### src/rtl/seven_seg_capture.sv
`timescale 1ns/1ps
// seven_seg_capture
//   Watches a multiplexed, active-low seven-segment display bus and recovers
//   the decimal values shown on digit0 and digit1. A digit is accepted only
//   after its select/segment pattern has been stable for STABLE_CYCLES
//   synchronized cycles.
//
//   Optional feature macro: SEVEN_SEG_CAPTURE_DP_CHECK_EN
//     defined   : an accepted pattern with the decimal point lit sets err and
//                 stores nothing
//     undefined : the decimal point is ignored entirely
//
// Ports
//   clk25        in   1  sole clock, rising edge
//   reset        in   1  asynchronous active-low reset
//   segments     in   8  active-low segments, bit7=a .. bit1=g, bit0=dp
//   digitselect  in   4  active-low digit enables (1110 d0, 1101 d1, 0111 d3)
//   first        out  4  last accepted digit0 value
//   second       out  4  last accepted digit1 value
//   valid        out  1  both digit0 and digit1 accepted since reset
//   update       out  1  one-cycle pulse when first or second changes value
//   err          out  1  sticky: an illegal pattern was accepted
//
// FSM
//   state | meaning
//   IDLE  | no legal digit selected
//   TRACK | legal select, counting stable cycles
//   HOLD  | pattern accepted, waiting for the bus to change
module seven_seg_capture #(
  parameter int unsigned STABLE_CYCLES = 16
) (
  input  logic       clk25,
  input  logic       reset,
  input  logic [7:0] segments,
  input  logic [3:0] digitselect,
  output logic [3:0] first,
  output logic [3:0] second,
  output logic       valid,
  output logic       update,
  output logic       err
);

  localparam logic [7:0] CNT_MAX = 8'(STABLE_CYCLES - 1);

  localparam logic [3:0] SEL_D0 = 4'b1110;
  localparam logic [3:0] SEL_D1 = 4'b1101;
  localparam logic [3:0] SEL_D3 = 4'b0111;

  typedef enum logic [1:0] {IDLE, TRACK, HOLD} state_t;

  state_t      state, state_n;
  logic [11:0] sync1, sync2, prev;
  logic [7:0]  cnt;
  logic        changed, legal_sel, accept;

  logic        acc_q;
  logic [3:0]  cap_sel;
  logic [6:0]  cap_seg;
  logic        dp_bad;

  logic        have0, have1, have0_n, have1_n;
  logic [3:0]  first_n, second_n, dec_val;
  logic        err_n, upd_n, dec_ok, blank;

  // Synchronizer plus a third stage holding the previous synchronized value
  // for change detection. All-ones is the idle bus (nothing lit, no digit).
  always_ff @(posedge clk25 or negedge reset) begin
    if (!reset) begin
      sync1 <= '1;
      sync2 <= '1;
      prev  <= '1;
    end else begin
      sync1 <= {digitselect, segments};
      sync2 <= sync1;
      prev  <= sync2;
    end
  end

  assign changed   = (sync2 != prev);
  assign legal_sel = (sync2[11:8] == SEL_D0) || (sync2[11:8] == SEL_D1) ||
                     (sync2[11:8] == SEL_D3);

  always_ff @(posedge clk25 or negedge reset) begin
    if (!reset)              cnt <= '0;
    else if (changed)        cnt <= '0;
    else if (cnt != CNT_MAX) cnt <= cnt + 8'd1;
  end

  always_ff @(posedge clk25 or negedge reset) begin
    if (!reset) state <= IDLE;
    else        state <= state_n;
  end

  always_comb begin
    state_n = state;
    case (state)
      IDLE:  if (legal_sel) state_n = TRACK;
      TRACK: begin
        if (!legal_sel)                          state_n = IDLE;
        else if (!changed && (cnt == CNT_MAX))   state_n = HOLD;
      end
      HOLD: begin
        if (!legal_sel)   state_n = IDLE;
        else if (changed) state_n = TRACK;
      end
      default: state_n = IDLE;
    endcase
  end

  always_comb begin
    accept = (state == TRACK) && (state_n == HOLD);
  end

  // Capture the accepted pattern on the transition edge; the result
  // registers act on it one cycle later.
  always_ff @(posedge clk25 or negedge reset) begin
    if (!reset) begin
      acc_q   <= 1'b0;
      cap_sel <= '1;
      cap_seg <= '1;
    end else begin
      acc_q <= accept;
      if (accept) begin
        cap_sel <= sync2[11:8];
        cap_seg <= sync2[7:1];
      end
    end
  end

`ifdef SEVEN_SEG_CAPTURE_DP_CHECK_EN
  logic cap_dp_lit;

  always_ff @(posedge clk25 or negedge reset) begin
    if (!reset)      cap_dp_lit <= 1'b0;
    else if (accept) cap_dp_lit <= ~sync2[0];
  end

  assign dp_bad = cap_dp_lit;
`else
  assign dp_bad = 1'b0;
`endif

  // Decode with dp forced off so the table reads in the usual 8-bit form.
  always_comb begin
    dec_ok  = 1'b1;
    dec_val = 4'h0;
    blank   = ({cap_seg, 1'b1} == 8'hFF);
    case ({cap_seg, 1'b1})
      8'h03:   dec_val = 4'h0;
      8'h9F:   dec_val = 4'h1;
      8'h25:   dec_val = 4'h2;
      8'h0D:   dec_val = 4'h3;
      8'h99:   dec_val = 4'h4;
      8'h49:   dec_val = 4'h5;
      8'h41:   dec_val = 4'h6;
      8'h1F:   dec_val = 4'h7;
      8'h01:   dec_val = 4'h8;
      8'h09:   dec_val = 4'h9;
      8'h71:   dec_val = 4'hF;
      default: dec_ok  = 1'b0;
    endcase
  end

  always_comb begin
    first_n  = first;
    second_n = second;
    have0_n  = have0;
    have1_n  = have1;
    err_n    = err;
    upd_n    = 1'b0;
    if (acc_q) begin
      if (dp_bad) begin
        err_n = 1'b1;
      end else if (blank) begin
        err_n = err;
      end else if (!dec_ok) begin
        err_n = 1'b1;
      end else begin
        case (cap_sel)
          SEL_D0: begin
            have0_n = 1'b1;
            first_n = dec_val;
            upd_n   = (dec_val != first);
          end
          SEL_D1: begin
            have1_n  = 1'b1;
            second_n = dec_val;
            upd_n    = (dec_val != second);
          end
          // digit3 is only expected to show 0; anything else is a fault
          SEL_D3:  if (dec_val != 4'h0) err_n = 1'b1;
          default: err_n = err;
        endcase
      end
    end
  end

  always_ff @(posedge clk25 or negedge reset) begin
    if (!reset) begin
      first  <= '0;
      second <= '0;
      have0  <= 1'b0;
      have1  <= 1'b0;
      valid  <= 1'b0;
      update <= 1'b0;
      err    <= 1'b0;
    end else begin
      first  <= first_n;
      second <= second_n;
      have0  <= have0_n;
      have1  <= have1_n;
      valid  <= have0_n & have1_n;
      update <= upd_n;
      err    <= err_n;
    end
  end

endmodule

### config.mk
export PLATFORM = sky130hd
export DESIGN_NAME = seven_seg_capture
export DESIGN_NICKNAME = d
export VERILOG_FILES = /design/src/rtl/seven_seg_capture.sv
export SDC_FILE = /design/constraint.sdc
export NUM_CORES = 1
export LEC_CHECK = 0
export BUFFER_PORTS_ARGS = -buffer_cell sky130_fd_sc_hd__buf_2
export CORE_MARGIN = 2
export CORE_UTILIZATION = 53
export DETAILED_ROUTE_END_ITERATION = 10
export GPL_ROUTABILITY_DRIVEN = 0
export PLACE_DENSITY = 0.74
export SLEW_MARGIN = 0
export SYNTH_ARGS = -nofsm -noshare
export SYNTH_HDL_FRONTEND = slang
export SYNTH_SLANG_ARGS = --single-unit
### constraint.sdc
create_clock -name clk25 -period 2.4 [get_ports clk25]
set_clock_uncertainty 0.1 [all_clocks]
set_input_delay 0.48 -clock clk25 [delete_from_list [all_inputs] [get_ports clk25]]
set_output_delay 0.48 -clock clk25 [all_outputs]
set_load 0.005 [all_outputs]
Yosys cells after proc, flatten, opt, wreduce, memory -nomap -nowiden

Cells that the tools add are included.

Add/subtract/negate cells: 1
Multipliers: 0
Div/mod/pow operators: 0
Order comparisons: 0
Equality and inequality tests: 27
Shift-type cells: 0
Muxes and demuxes: 25
Bitwise operators: 2
Reductions and logical operators: 13

Operator list:

| cell                                                             | count |
|---|---|
| 4-bit one-hot mux with 10 select lines                           | 1 |
| 7-bit by 6-bit == test with 1-bit output (second input constant) | 3 |
| 7-bit == test (second input constant)                            | 3 |
| 4-bit == test (second input constant)                            | 4 |
| 8-bit two-way mux                                                | 2 |
| 1-bit two-way mux                                                | 15 |
| 7-bit by 3-bit == test with 1-bit output (second input constant) | 2 |
| 12-bit != test                                                   | 1 |
| 4-bit AND reduction                                              | 3 |
| 11-bit OR reduction                                              | 1 |
| 2-bit two-way mux                                                | 5 |
| 8-bit by 1-bit adder with 8-bit output (second input constant)   | 1 |
| 4-bit by 3-bit == test with 1-bit output (second input constant) | 2 |
| 8-bit by 4-bit == test with 1-bit output (second input constant) | 1 |
| 4-bit != test                                                    | 2 |
| 8-bit by 4-bit != test with 1-bit output (second input constant) | 1 |
| 7-bit by 1-bit == test with 1-bit output (second input constant) | 1 |
| 7-bit by 4-bit == test with 1-bit output (second input constant) | 1 |
| 7-bit by 5-bit == test with 1-bit output (second input constant) | 1 |
| 7-bit zero test                                                  | 1 |
| 2-bit one-hot mux with 3 select lines                            | 1 |
| 2-bit == test (second input constant)                            | 2 |
| 2-bit by 1-bit != test with 1-bit output (second input constant) | 2 |
| 4-bit nonzero test                                               | 1 |
| 9 further kinds                                                  | 11 |

Register bits after elaboration: 71
Bits in latches: 0
RAM bits: 0
ROM bits: 0
Bits of input ports: 14
Output and inout port bits: 11
Word-level logic and storage cells: 83
Memories: 0

Logic depth before layout (Yosys ltp)

Word-level depth: 8
Mapped depth: 9
Gate-level depth less buffers: 7

Worst setup path after synthesis

No wires, ideal clock.

Path type: register -> register
Start point: reg cap_seg[5]
End point: reg first[0]
Setup time: 128 ps
Data arrival time: 2245 ps
Data required time: 2172 ps
Slack: -73 ps
Cell stages (with the launch flop): 8
Path buffers: 1
Period minus slack after synthesis: 2473 ps
Cells stage by stage: dfstp_2 -> buf_6 -> or3b_1 -> a2111oi_2 -> a311oi_1 -> nor3b_4 -> a211oi_4 -> mux2_1

Cells in the longest elaborated chain, start to end: 4
Elaborated cells between the ends (all ways): 17
Classes of those cells: eq/ne: 11; mux: 2; bitwise: 1; reduce/logical: 3

Ends and longest elaborated chain:

| element                                                          | RTL line | RTL |
|---|---|---|
| from (decl)                                                      | 58       | `logic [6:0] cap_seg;` |
| from (signal assigned)                                           | 125      | `cap_seg <= sync2[7:1];` |
| 7-bit by 6-bit == test with 1-bit output (tied with other cells) | 148      | `case ({cap_seg, 1'b1})` |
| 11-bit OR reduction (no line)                                    | -        |  |
| 1-bit two-way mux                                                | 148      |  |
| 4-bit AND reduction (no line)                                    | -        |  |
| to (signal assigned)                                             | 208      | `first <= first_n;` |
| to (decl)                                                        | 36       | `output logic [3:0] first,` |

Several ways; a longest one is shown, not always the timed one.
A chain may end at the register's enable or synchronous reset.

Worst setup path in the final report

Start point: reg cap_seg[5]
End point: reg first[2]

The elaborated chain is that of the path after synthesis.

==> reports/summary.txt <==
Sw Ratio = 24.6%
Top cell type's share of synthesized area = 42.1%
Max clock buf depth = 2
Worst setup path category = flip-flop to flip-flop
Die Ht = 78.4 um
Asr flop ratio synth = 100%
Reg2Reg Setup Slack = -0.04 ns
Number of remaining DRC errors = 0
All-Layer GR Usage = 17.7%
Worst vdd ir = 527 uV
Fin crit share = 102%
Post-Synthesis Cells = 210
P_sw = 546 uW
Pleak = 0.00157 uW
CP arrival = 2.57 ns
Ports = 25
Final max-slew violation count = 0
Clock power share = 39.8%
Clock latency on the worst-skew pair = 0.35 ns
Post-layout min period = 2.44 ns
RR Startpoint = cap_seg[5]
Clk sinks = 71
Routed Antenna Nets = 0
Vias per std cell = 5.19
Cell row count = 27
Syn avg cell area = 14.0 um^2
Slew headroom = 63.5%
Routed vias = 1,719
Die Width = 78.4 um
Area Overhead vs Synth = 17.5%
Area of the core = 0.00544 mm^2
R2R cell count = 6
H-tree depth = 3
Total wire length = 4660 um
Failing checks = negative setup slack
Worst Setup End Kind = flip-flop
Largest net degree at the start of global routing = 34
First-pass GRT wire length = 8140 um
Ant. Diodes = 0
CTS Hold Bufs = 0
1st-iter DRT viols = 61
Setup violations, final = 4
Antenna violations before repair = 0
Worst path cell trace = or3b_4 -> a2111oi_4 -> a311oi_1 -> nor3b_4 -> a211oi_4 -> mux2_1
Placed inst area = 0.00319 mm^2
Worst-path clk slew = 0.08 ns
Number of global-route vias before repair = 1,643
Min-Delay Path Class = input port to asynchronous set/reset pin
Synth Warn # = 0
Clock Tree Root = clkbuf_8
Maximum clock rate = 410 MHz
Most common cell in the synthesized netlist = dfstp_2
Actual slew at the worst max-slew pin = 0.547 ns
Setup slack after layout = -0.0364 ns
Pre-antenna DRT Iters = 4
Slowest CP cell = dfstp_2
Reg power frac = 57.5%
Status = finished, violations left
WL/cell = 14.1 um
Die Area = 0.00614 mm^2
Crit path largest cell delay = 0.53 ns
Post-synth EDFFs = 0
Top cells by count, synth = dfstp_2, dfrtp_1, xor2_1
Yosys reg bits = 71
Final Hold Fails = 0
IO Port Bufs = 24
Share of layout cells above drive strength 1 = 50.2%
Max cap viols = 0
CTS Buf Count = 9
Initial Utilization = 53.9%
Worst endpoint required time = 2.53 ns
Internal = 1670 uW
Post-synthesis sequential area ratio = 62.6%
PwrDens = 643 mW/mm^2
CP Launch Type = flip-flop
Post-synth cell types = 46
Min Hold Slack = 0.0117 ns
Logic gate share of total power = 2.7%
Origin of the worst setup path = cap_seg[5]
Post-Layout Inst Area = 0.00345 mm^2
Cell taking the most area after synthesis = dfstp_2
Total gr overflow = 0
CTS tree = built
Critical R2R Capture = first[2]
Crit Path Max Fanout = 5
Mapped Nets = 225
Ys flop type = dfstp_2
RSZ-0062 raised after global routing = true
Mapped cell area = 0.00293 mm^2
Layout Nets = 269
Dpl hpwl = 3220 um
Top post-synthesis cells by area = dfstp_2, dfrtp_1, xor2_1, mux2_1, mux2_2
==> routing by layer <==
layer	vias up	share of wire, %	GRT usage (%)
met2	30	47	26.5
met5	-	0	0
met3	9	3.4	4.14
met1	850	47	24.1
li1	830	-	-
met4	0	1.9	9.47
==> sequential cells by signal (all words and copies together) (netlist names), 2 cells and up <==
name     flops
first        4
sync1       12
cap_sel      4
second       4
cap_seg      7
sync2       12
prev        12
cnt          8
state        2
==> cell families (layout without fill, tap and decap cells) <==
logic type	count (synthesis)	count (layout)	synth area share (%)
DFF	71	71	62.6
and+or+nand+nor	59	59	12.2
muxes	25	25	9.30
xor gates and xnor gates	23	23	6.87
AOI/OAI and AO/OA	20	20	5.85
buffers and inverters	11	60	2.73
adders and majority gates	1	1	0.427
==> layout make-up <==
cell class / instances / area (um^2)
flip-flops and latches: 71 / 1840
clock buffers: 9 / 124
well taps: 72 / 90.1
clock inverters: 7 / 58.8
multi-input cells: 128 / 1060
fillers: 427 / 1990
inverters: 3 / 11.3
repair buffers: 41 / 264
==> per-stage QoR <==
step / cells / setup TNS, ns / util, % / worst slack, ns / total power (uW)
6_report: 331 / -0.114 / 63.4 / -0.0364 / 2220
3_3_place_gp: 312 / -0.145 / 58.7 / -0.0265 / 1350
2_1_floorplan: 210 / -0.301 / - / -0.0477 / 1310
5_1_grt: 331 / -0.841 / 63.4 / -0.132 / 2310
3_5_place_dp: 312 / -0.236 / 58.7 / -0.0505 / 1360
4_1_cts: 329 / -0.00671 / 62.8 / -0.00458 / 2250
==> what timing repair did <==
item                                    CTS  global route
gates resized for setup                   6             1
endpoints found under the hold margin     0             0
gates cloned                              0             0
buffers inserted                          1             2
endpoints found under the setup margin    8            10
pin swaps                                 2             2
==> how the worst max path moves through the flow <==
stage / slack (ns) / to
finish: -0.04 / first[2]
global route: -0.13 / first[2]
CTS: -0.005 / second[3]
detailed placement: -0.05 / second[3]
global placement: -0.03 / second[2]
floorplan: -0.05 / first[0]
==> worst max-delay path: cells and delay by family, from the launching register on <==
kind	cells	cell delay, ns
flip-flops	1	0.53
AND/OR/NAND/NOR	2	0.58
multiplexers	1	0.36
AO/OA/AOI/OAI	3	0.76
==> layout by cell type, fill, tap and decap left out, types with 2 or more instances in the layout <==
master	n
dfstp_2	47
dfrtp_1	24
buf_2	24
xor2_1	15
buf_4	15
nor2_1	13
clkbuf_8	9
xnor2_1	8
mux2_2	8
nor3_1	7
mux2i_1	7
a21oi_1	7
nand2_1	6
mux2_1	6
nand3_1	5
nor4_1	4
mux2_4	4
inv_1	3
or3_2	3
nand4b_1	3
inv_6	3
o21bai_1	2
or2_2	2
or3_1	2
nand4_1	2
a211oi_4	2
or2_1	2
clkinvlp_4	2
==> power groups by stage <==
| stage | clock network (uW) | logic (uW) | registers (uW) |
|---|---|---|---|
| 2_1_floorplan | 0 | 18.8 | 1290 |
| 3_3_place_gp | 0 | 59.7 | 1290 |
| 3_5_place_dp | 0 | 62.3 | 1300 |
| 4_1_cts | 910 | 62.6 | 1280 |
| 5_1_grt | 960 | 68.8 | 1280 |
| 6_report | 883 | 59.9 | 1270 |
Power figures use the tool's default switching activity.
